===== src/rtl/pr_slot_freeze_pkg.sv =====
// Shared definitions for the PR-slot freeze gate: state encoding, drop-counter width
// and the saturating increment used by the drain counter.
package pr_slot_freeze_pkg;

  localparam int unsigned DROP_CNT_W = 16;

  typedef logic [1:0] state_t;

  localparam state_t ST_RUN      = 2'd0;
  localparam state_t ST_WAIT_EOP = 2'd1;
  localparam state_t ST_ABORT    = 2'd2;
  localparam state_t ST_FROZEN   = 2'd3;

  function automatic logic [DROP_CNT_W-1:0] sat_inc(input logic [DROP_CNT_W-1:0] v);
    if (v == {DROP_CNT_W{1'b1}}) begin
      sat_inc = v;
    end else begin
      sat_inc = v + DROP_CNT_W'(1);
    end
  endfunction

endpackage


===== src/rtl/pcie_ss_axis_if.sv =====
// AXI-Stream bundle used on both sides of the PR-slot freeze gate.
interface pcie_ss_axis_if #(
  parameter int DATA_W = 64,
  parameter int USER_W = 10
);
  logic              tvalid;
  logic              tready;
  logic              tlast;
  logic [USER_W-1:0] tuser_vendor;
  logic [DATA_W-1:0] tdata;
  logic [DATA_W/8-1:0] tkeep;

  modport sink   (input tvalid, tlast, tuser_vendor, tdata, tkeep, output tready);
  modport source (output tvalid, tlast, tuser_vendor, tdata, tkeep, input tready);
endinterface


===== src/rtl/pr_slot_freeze_eop_gate.sv =====
// Freezes a stream at a packet boundary for partial reconfiguration, force-terminating
// a stalled packet after TIMEOUT_CYCLES. Define PR_FREEZE_DRAIN_EN to discard upstream beats while frozen.
module pr_slot_freeze_eop_gate
  import pr_slot_freeze_pkg::*;
#(
  parameter int unsigned TIMEOUT_CYCLES = 4096
) (
  input  logic                  clk,
  input  logic                  rst,
  input  logic                  pr_freeze,
  pcie_ss_axis_if.sink          axis_snk_if,
  pcie_ss_axis_if.source        axis_src_if,
  output logic                  freeze_ack,
  output logic                  eop_timeout,
  output logic [DROP_CNT_W-1:0] drop_cnt
);

  localparam logic [15:0] WAIT_LAST = 16'(TIMEOUT_CYCLES - 32'd1);

`ifdef PR_FREEZE_DRAIN_EN
  localparam logic FROZEN_READY = 1'b1;
`else
  localparam logic FROZEN_READY = 1'b0;
`endif

  state_t      r_state;
  logic        r_in_pkt;
  logic [15:0] r_wait_cnt;
  logic        r_eop_timeout;

  state_t      w_state_nxt;
  logic        w_in_pkt_nxt;
  logic [15:0] w_wait_cnt_nxt;
  logic        w_eop_timeout_nxt;
  logic        w_pass;
  logic        w_accept;
  logic        w_in_pkt_upd;

  assign w_pass       = (r_state == ST_RUN) || (r_state == ST_WAIT_EOP);
  assign w_accept     = w_pass && !rst && axis_snk_if.tvalid && axis_src_if.tready;
  assign w_in_pkt_upd = w_accept ? !axis_snk_if.tlast : r_in_pkt;

  // Stream muxing: pass-through, synthetic terminating beat, or blocked.
  always_comb begin
    axis_src_if.tvalid       = 1'b0;
    axis_src_if.tlast        = axis_snk_if.tlast;
    axis_src_if.tdata        = axis_snk_if.tdata;
    axis_src_if.tkeep        = axis_snk_if.tkeep;
    axis_src_if.tuser_vendor = axis_snk_if.tuser_vendor;
    axis_snk_if.tready       = 1'b0;
    if (rst) begin
      axis_src_if.tvalid = 1'b0;
      axis_snk_if.tready = 1'b0;
    end else begin
      case (r_state)
        ST_RUN, ST_WAIT_EOP: begin
          axis_src_if.tvalid = axis_snk_if.tvalid;
          axis_snk_if.tready = axis_src_if.tready;
        end
        ST_ABORT: begin
          axis_src_if.tvalid       = 1'b1;
          axis_src_if.tlast        = 1'b1;
          axis_src_if.tdata        = '0;
          axis_src_if.tkeep        = '0;
          axis_src_if.tuser_vendor = '0;
          axis_snk_if.tready       = 1'b0;
        end
        ST_FROZEN: begin
          axis_src_if.tvalid = 1'b0;
          axis_snk_if.tready = FROZEN_READY;
        end
        default: begin
          axis_src_if.tvalid = 1'b0;
          axis_snk_if.tready = 1'b0;
        end
      endcase
    end
  end

  // Next-state, packet tracking and EOP wait timer.
  always_comb begin
    w_state_nxt       = r_state;
    w_in_pkt_nxt      = w_in_pkt_upd;
    w_wait_cnt_nxt    = r_wait_cnt;
    w_eop_timeout_nxt = r_eop_timeout;
    case (r_state)
      ST_RUN: begin
        w_wait_cnt_nxt = 16'd0;
        if (pr_freeze) begin
          w_state_nxt = w_in_pkt_upd ? ST_WAIT_EOP : ST_FROZEN;
        end else begin
          w_state_nxt = ST_RUN;
        end
      end
      ST_WAIT_EOP: begin
        if (w_accept && axis_snk_if.tlast) begin
          w_state_nxt = ST_FROZEN;
        end else if (!pr_freeze) begin
          w_state_nxt = ST_RUN;
        end else if (r_wait_cnt == WAIT_LAST) begin
          w_state_nxt       = ST_ABORT;
          w_eop_timeout_nxt = 1'b1;
        end else begin
          w_wait_cnt_nxt = r_wait_cnt + 16'd1;
        end
      end
      ST_ABORT: begin
        // The synthetic beat is always delivered, even if the freeze request is withdrawn.
        if (axis_src_if.tready) begin
          w_state_nxt  = ST_FROZEN;
          w_in_pkt_nxt = 1'b0;
        end else begin
          w_state_nxt = ST_ABORT;
        end
      end
      ST_FROZEN: begin
        w_in_pkt_nxt = 1'b0;
        if (!pr_freeze) begin
          w_state_nxt       = ST_RUN;
          w_eop_timeout_nxt = 1'b0;
        end else begin
          w_state_nxt = ST_FROZEN;
        end
      end
      default: begin
        w_state_nxt  = ST_RUN;
        w_in_pkt_nxt = 1'b0;
      end
    endcase
  end

  // State and control registers.
  always_ff @(posedge clk) begin
    if (rst) begin
      r_state       <= ST_RUN;
      r_in_pkt      <= 1'b0;
      r_wait_cnt    <= 16'd0;
      r_eop_timeout <= 1'b0;
    end else begin
      r_state       <= w_state_nxt;
      r_in_pkt      <= w_in_pkt_nxt;
      r_wait_cnt    <= w_wait_cnt_nxt;
      r_eop_timeout <= w_eop_timeout_nxt;
    end
  end

  assign freeze_ack  = (r_state == ST_FROZEN) && !rst;
  assign eop_timeout = r_eop_timeout;

`ifdef PR_FREEZE_DRAIN_EN
  logic [DROP_CNT_W-1:0] r_drop_cnt;

  // Saturating count of beats discarded while frozen.
  always_ff @(posedge clk) begin
    if (rst) begin
      r_drop_cnt <= '0;
    end else if ((r_state == ST_FROZEN) && axis_snk_if.tvalid) begin
      r_drop_cnt <= sat_inc(r_drop_cnt);
    end else begin
      r_drop_cnt <= r_drop_cnt;
    end
  end

  assign drop_cnt = r_drop_cnt;
`else
  assign drop_cnt = '0;
`endif

endmodule


===== src/flat_wrapper.sv =====
// flat-port wrapper written by rule: the top's interface ports become plain ports
module pr_slot_freeze_eop_gate_flat import pr_slot_freeze_pkg::*;
#(
  parameter int unsigned TIMEOUT_CYCLES = 4096
)
  (clk, rst, pr_freeze, freeze_ack, eop_timeout, drop_cnt, axis_snk_if_tvalid, axis_snk_if_tlast, axis_snk_if_tuser_vendor, axis_snk_if_tdata, axis_snk_if_tkeep, axis_snk_if_tready, axis_src_if_tvalid, axis_src_if_tlast, axis_src_if_tuser_vendor, axis_src_if_tdata, axis_src_if_tkeep, axis_src_if_tready);
  pcie_ss_axis_if #(.DATA_W(64), .USER_W(10)) axis_snk_if_i ();
  pcie_ss_axis_if #(.DATA_W(64), .USER_W(10)) axis_src_if_i ();
  input  logic clk;
  input  logic rst;
  input  logic pr_freeze;
  output logic freeze_ack;
  output logic eop_timeout;
  output logic [DROP_CNT_W-1:0] drop_cnt;
  input wire logic [$bits(axis_snk_if_i.tvalid)-1:0] axis_snk_if_tvalid;
  input wire logic [$bits(axis_snk_if_i.tlast)-1:0] axis_snk_if_tlast;
  input wire logic [$bits(axis_snk_if_i.tuser_vendor)-1:0] axis_snk_if_tuser_vendor;
  input wire logic [$bits(axis_snk_if_i.tdata)-1:0] axis_snk_if_tdata;
  input wire logic [$bits(axis_snk_if_i.tkeep)-1:0] axis_snk_if_tkeep;
  output wire logic [$bits(axis_snk_if_i.tready)-1:0] axis_snk_if_tready;
  output wire logic [$bits(axis_src_if_i.tvalid)-1:0] axis_src_if_tvalid;
  output wire logic [$bits(axis_src_if_i.tlast)-1:0] axis_src_if_tlast;
  output wire logic [$bits(axis_src_if_i.tuser_vendor)-1:0] axis_src_if_tuser_vendor;
  output wire logic [$bits(axis_src_if_i.tdata)-1:0] axis_src_if_tdata;
  output wire logic [$bits(axis_src_if_i.tkeep)-1:0] axis_src_if_tkeep;
  input wire logic [$bits(axis_src_if_i.tready)-1:0] axis_src_if_tready;
  assign axis_snk_if_i.tvalid = axis_snk_if_tvalid;
  assign axis_snk_if_i.tlast = axis_snk_if_tlast;
  assign axis_snk_if_i.tuser_vendor = axis_snk_if_tuser_vendor;
  assign axis_snk_if_i.tdata = axis_snk_if_tdata;
  assign axis_snk_if_i.tkeep = axis_snk_if_tkeep;
  assign axis_snk_if_tready = axis_snk_if_i.tready;
  assign axis_src_if_tvalid = axis_src_if_i.tvalid;
  assign axis_src_if_tlast = axis_src_if_i.tlast;
  assign axis_src_if_tuser_vendor = axis_src_if_i.tuser_vendor;
  assign axis_src_if_tdata = axis_src_if_i.tdata;
  assign axis_src_if_tkeep = axis_src_if_i.tkeep;
  assign axis_src_if_i.tready = axis_src_if_tready;
  pr_slot_freeze_eop_gate #(.TIMEOUT_CYCLES(TIMEOUT_CYCLES)) u_core (.clk(clk), .rst(rst), .pr_freeze(pr_freeze), .axis_snk_if(axis_snk_if_i), .axis_src_if(axis_src_if_i), .freeze_ack(freeze_ack), .eop_timeout(eop_timeout), .drop_cnt(drop_cnt));
endmodule

===== config.mk =====
export PLATFORM = sky130hd
export DESIGN_NAME = pr_slot_freeze_eop_gate_flat
export DESIGN_NICKNAME = d
export VERILOG_FILES = /design/src/rtl/pr_slot_freeze_pkg.sv /design/src/rtl/pcie_ss_axis_if.sv /design/src/rtl/pr_slot_freeze_eop_gate.sv /design/src/flat_wrapper.sv
export SDC_FILE = /design/constraint.sdc
export NUM_CORES = 1
export LEC_CHECK = 0
export BUFFER_PORTS_ARGS = -buffer_cell sky130_fd_sc_hd__buf_2
export CORE_ASPECT_RATIO = 0.6
export CORE_MARGIN = 3
export CORE_UTILIZATION = 39
export DETAILED_ROUTE_END_ITERATION = 8
export GPL_TIMING_DRIVEN = 0
export HOLD_SLACK_MARGIN = 0.1
export PLACE_DENSITY = 0.88
export SYNTH_ARGS = -nofsm -noshare
export SYNTH_HDL_FRONTEND = slang
export SYNTH_SLANG_ARGS = --single-unit

===== constraint.sdc =====
create_clock -name clk -period 3.35 [get_ports clk]
set_input_delay 0.335 -clock clk [delete_from_list [all_inputs] [get_ports clk]]
set_output_delay 0.335 -clock clk [all_outputs]
set_load 0.03 [all_outputs]

==> metrics.md <==
| Metric | Value |
|---|---|
| FILL cells | `404` |
| Power Total | `1033 µW` |
| Buf/Inv on CP | `2` |
| Die X | `94.93 µm` |
| Gr busiest metal | `met2` |
| Area growth, synth to finish | `57.74%` |
| Fin Setup TNS | `0 ps` |
| Req. time, crit path | `3010 ps` |
| Yosys reg bits | `20` |
| Root buf cell | `clkbuf_8` |
| Fin cells | `approximately 500` |
| Max Cap Violations | `0` |
| Initial antenna violation count | `0` |
| DP Wirelength | `between 7000 and 8000 µm` |
| Die Y | `59.36 µm` |
| Rel. slew slack | `0.5087` |
| Routed wire per std cell | `roughly 17 µm` |
| Slowest library cell on the worst path | `nor2_1` |
| Peak VDD IR | `0.2145 mV` |
| Reg2reg path depth | `5` |
| Worst Path Max Fanout | `10` |
| Reg-to-Reg Start | `u_core.r_wait_cnt[12]$_SDFFE_PP0P_` |
| Synth Area in Simple Gates | `0.4983` |
| TritonCTS clock tree | `done` |
| Final setup fails | `0` |
| Pleak | `0.001471 µW` |
| Mean Syn Cell Area | `roughly 7.4 µm²` |
| Nets | `~530` |
| Clock buffer depth | `2` |
| Number of CTS-inserted buffers | `3` |
| Postcts setup bufs | `0` |
| GRT overflow | `0` |
| Core area | `4324 µm²` |
| Crit Path Category | `flip-flop to output pin` |
| Adder-Cell Fraction of Synth Area | `0.006761` |
| Post-synthesis sequential area ratio | `0.2164` |
| EDFF count, synth | `0` |
| Top cells by area, synth | `nor2b_1 28%, dfxtp_1 22%, buf_4 6.5%` |
| GP Congestion | `roughly 1.0` |
| Arr. time, crit path | `2170 ps` |
| DRT antenna net count | `0` |
| GR met1 Demand/Resource | `0.3659` |
| Main combinational cell family by area after synthesis | `simple AND/OR/NAND/NOR gates` |
| Critical path cell sequence | `nand2b_1 -> nor2_1 -> clkbuf_1 -> nor2b_1 -> buf_2` |
| CP endpoint kind | `output pin` |
| Final Slew Violations | `0` |
| Clk_lat worst skew | `270 ps` |
| Die ar. | `5635 µm²` |
| Ant. Diodes | `0` |
| WP depth | `5` |
| CP Launch Point | `u_core.r_state[0]$_SDFFE_PP0P_` |
| CTS HTree Levels | `1` |
| Yosys top cell area share | `0.2806` |
| Final worst path period share | `0.7467` |
| DRC | `0` |
| Crit path largest cell delay | `580 ps` |
| Row cnt | `18` |
| Cells after synthesis | `249` |
| Final min period | `between 2000 and 3000 ps` |
| Grt met2 use | `0.4529` |
| Worst-Margin Slew | `734.2 ps` |
| Pwr/cell area | `between 300 and 400 nW/µm²` |
| Post-Synth XOR/XNOR Area | `0` |
| Drt pass-1 iters | `4` |
| Dominant synthesized flop cell | `dfxtp_1` |
| Clk sinks | `20` |
| Largest net degree at the start of global routing | `13` |
| Layout cells sized above 1 | `0.4558` |
| Hold Crit Class | `input pin to flip-flop` |
| Hold buffers post-CTS | `0` |
| First-pass GRT wire length | `roughly 12000 µm` |
| Mapped Area | `1851 µm²` |
| Max frequency | `399.8 MHz` |
| Vias in the first global route | `2198` |
| Setup Skew | `about 15 ps` |
| Ports | `around 190` |
| RR Endpoint | `u_core.r_wait_cnt[2]$_SDFFE_PP0P_` |
| Clock slew seen by the registers of the worst setup and hold paths | `90 ps` |
| Largest delay share family, worst path | `simple AND/OR/NAND/NOR gates` |
| R2R Setup Slk | `1390 ps` |
| Setup crit start kind | `flip-flop` |
| RSZ-0062 raised after global routing | `no` |
| Port bufs | `173` |
| Worst setup path end | `axis_src_if_tdata[28]` |
| Post-synthesis cell type count | `47` |
| Starting Density | `0.4280` |
| Synth Warn # | `0` |
| GR Layer Usage met3 | `0.04442` |
| Mux cell area share after synthesis | `0.01082` |
| Total number of vias | `2506` |
| Post-synthesis compound-gate area fraction | `0.1623` |
| Initial drt markers | `210` |
| Post-CTS sizing | `0` |
| Hold Fails Final Rpt | `0` |
| Vias/cell | `5.002` |
| Ys async rst share | `0` |
| Total length of routed wires | `around 8300 µm` |
| Global Route Usage Sum | `0.2729` |
| Status | `finished, final reports clean` |
| Post-synth top area cell | `nor2b_1` |
| Placed insts | `~500` |
## worst min path at each step
stage / startpoint / endpoint / depth (start not counted)
after CTS: axis_src_if_tready / u_core.r_in_pkt$_SDFF_PP0_ / 3
final: axis_src_if_tready / u_core.r_in_pkt$_SDFF_PP0_ / 3
after global placement: u_core.r_wait_cnt[7]$_SDFFE_PP0P_ / u_core.r_wait_cnt[7]$_SDFFE_PP0P_ / 2
after floorplan: u_core.r_wait_cnt[15]$_SDFFE_PP0P_ / u_core.r_wait_cnt[15]$_SDFFE_PP0P_ / 2
after detailed placement: u_core.r_wait_cnt[7]$_SDFFE_PP0P_ / u_core.r_wait_cnt[7]$_SDFFE_PP0P_ / 2
after global routing: axis_src_if_tready / u_core.r_in_pkt$_SDFF_PP0_ / 3
## worst register-to-register path: cells and delay by family (launching register included)
family          cells  cell delay, ps
simple gates        3            1040
flops               1             380
compound gates      1             260
buf+inv             1             200
## flip-flops by register name (all words and copies together) (netlist names)
| signal | count |
|---|---|
| u_core.r_state | 2 |
| u_core.r_wait_cnt | 16 |
| u_core.eop_timeout | 1 |
| u_core.r_in_pkt | 1 |
## cells in the mapped netlist, types with 3 or more instances
master and instances:
nor2_1 5, clkbuf_1 14, nor2b_1 83, nand4_1 5
nand2_1 11, buf_4 16, and3_1 4, dfxtp_1 20
nand2b_1 4, and4_1 3, a21oi_1 14, o31ai_1 8
or4_1 8, nand3_1 11, a31oi_1 3, nor3_1 4
## layout by cell type (no fill, tap or decap), drive strengths merged, types with 2 or more instances in the layout
cell,n
o21ai,2
inv,2
a211oi,2
nor2,6
nand4,5
and3,4
a21oi,14
and4,3
dfxtp,20
nand3,11
mux2i,2
o31ai,8
a31oi,3
or4,9
nor2b,83
nand2b,4
clkbuf,17
nand2,12
conb,16
buf,190
nor4,2
nor3,4
a41o,2
## layer usage
layer	vias to the layer above	part of all wire
met5	-	0
met4	0	0.035
met3	21	0.070
met2	128	0.49
met1	1124	0.41
li1	1233	-
## layout make-up
cell class,instances,area (µm²),area share
multi-input cells,211,1315,0.4505
repair buffers,173,865.8,0.2966
flip-flops and latches,20,400.4,0.1372
plain buffers,31,183.9,0.06301
well taps,60,75.07,0.02572
clock buffers,3,41.29,0.01414
clock inverters,1,30.03,0.01029
inverters,2,7.507,0.002572
## power breakdown
| part | internal (µW) | total (µW) | switching (µW) |
|---|---|---|---|
| logic | 168 | 537 | 369 |
| clock network | 160 | 248 | 87.9 |
| registers | 242 | 248 | 5.20 |
| total | 570 | 1030 | 462 |
## stage by stage
step | hold WS [ps] | area (µm²) | setup WS (ps) | utilization
6_report | 377.8 | 2919 | 848.6 | 0.6751
5_1_grt | 386.5 | 2919 | 695.1 | 0.6751
4_1_cts | 377.5 | 2919 | 868.7 | 0.6751
3_5_place_dp | 482.9 | 2848 | 1174 | 0.6586
3_3_place_gp | 469.9 | 2848 | 1174 | 0.6586
2_1_floorplan | 457.9 | 1907 | 1585 | -
## logic make-up (layout without fill, tap and decap cells)
family | Yosys count | count (layout)
fa+ha+maj | 1 | 1
flops | 20 | 20
other cells | 1 | 16
buf+inv | 33 | 210
simple gates | 149 | 149
compound gates | 43 | 43
mux | 2 | 2
Note: power is estimated with default switching activity, not from simulation.
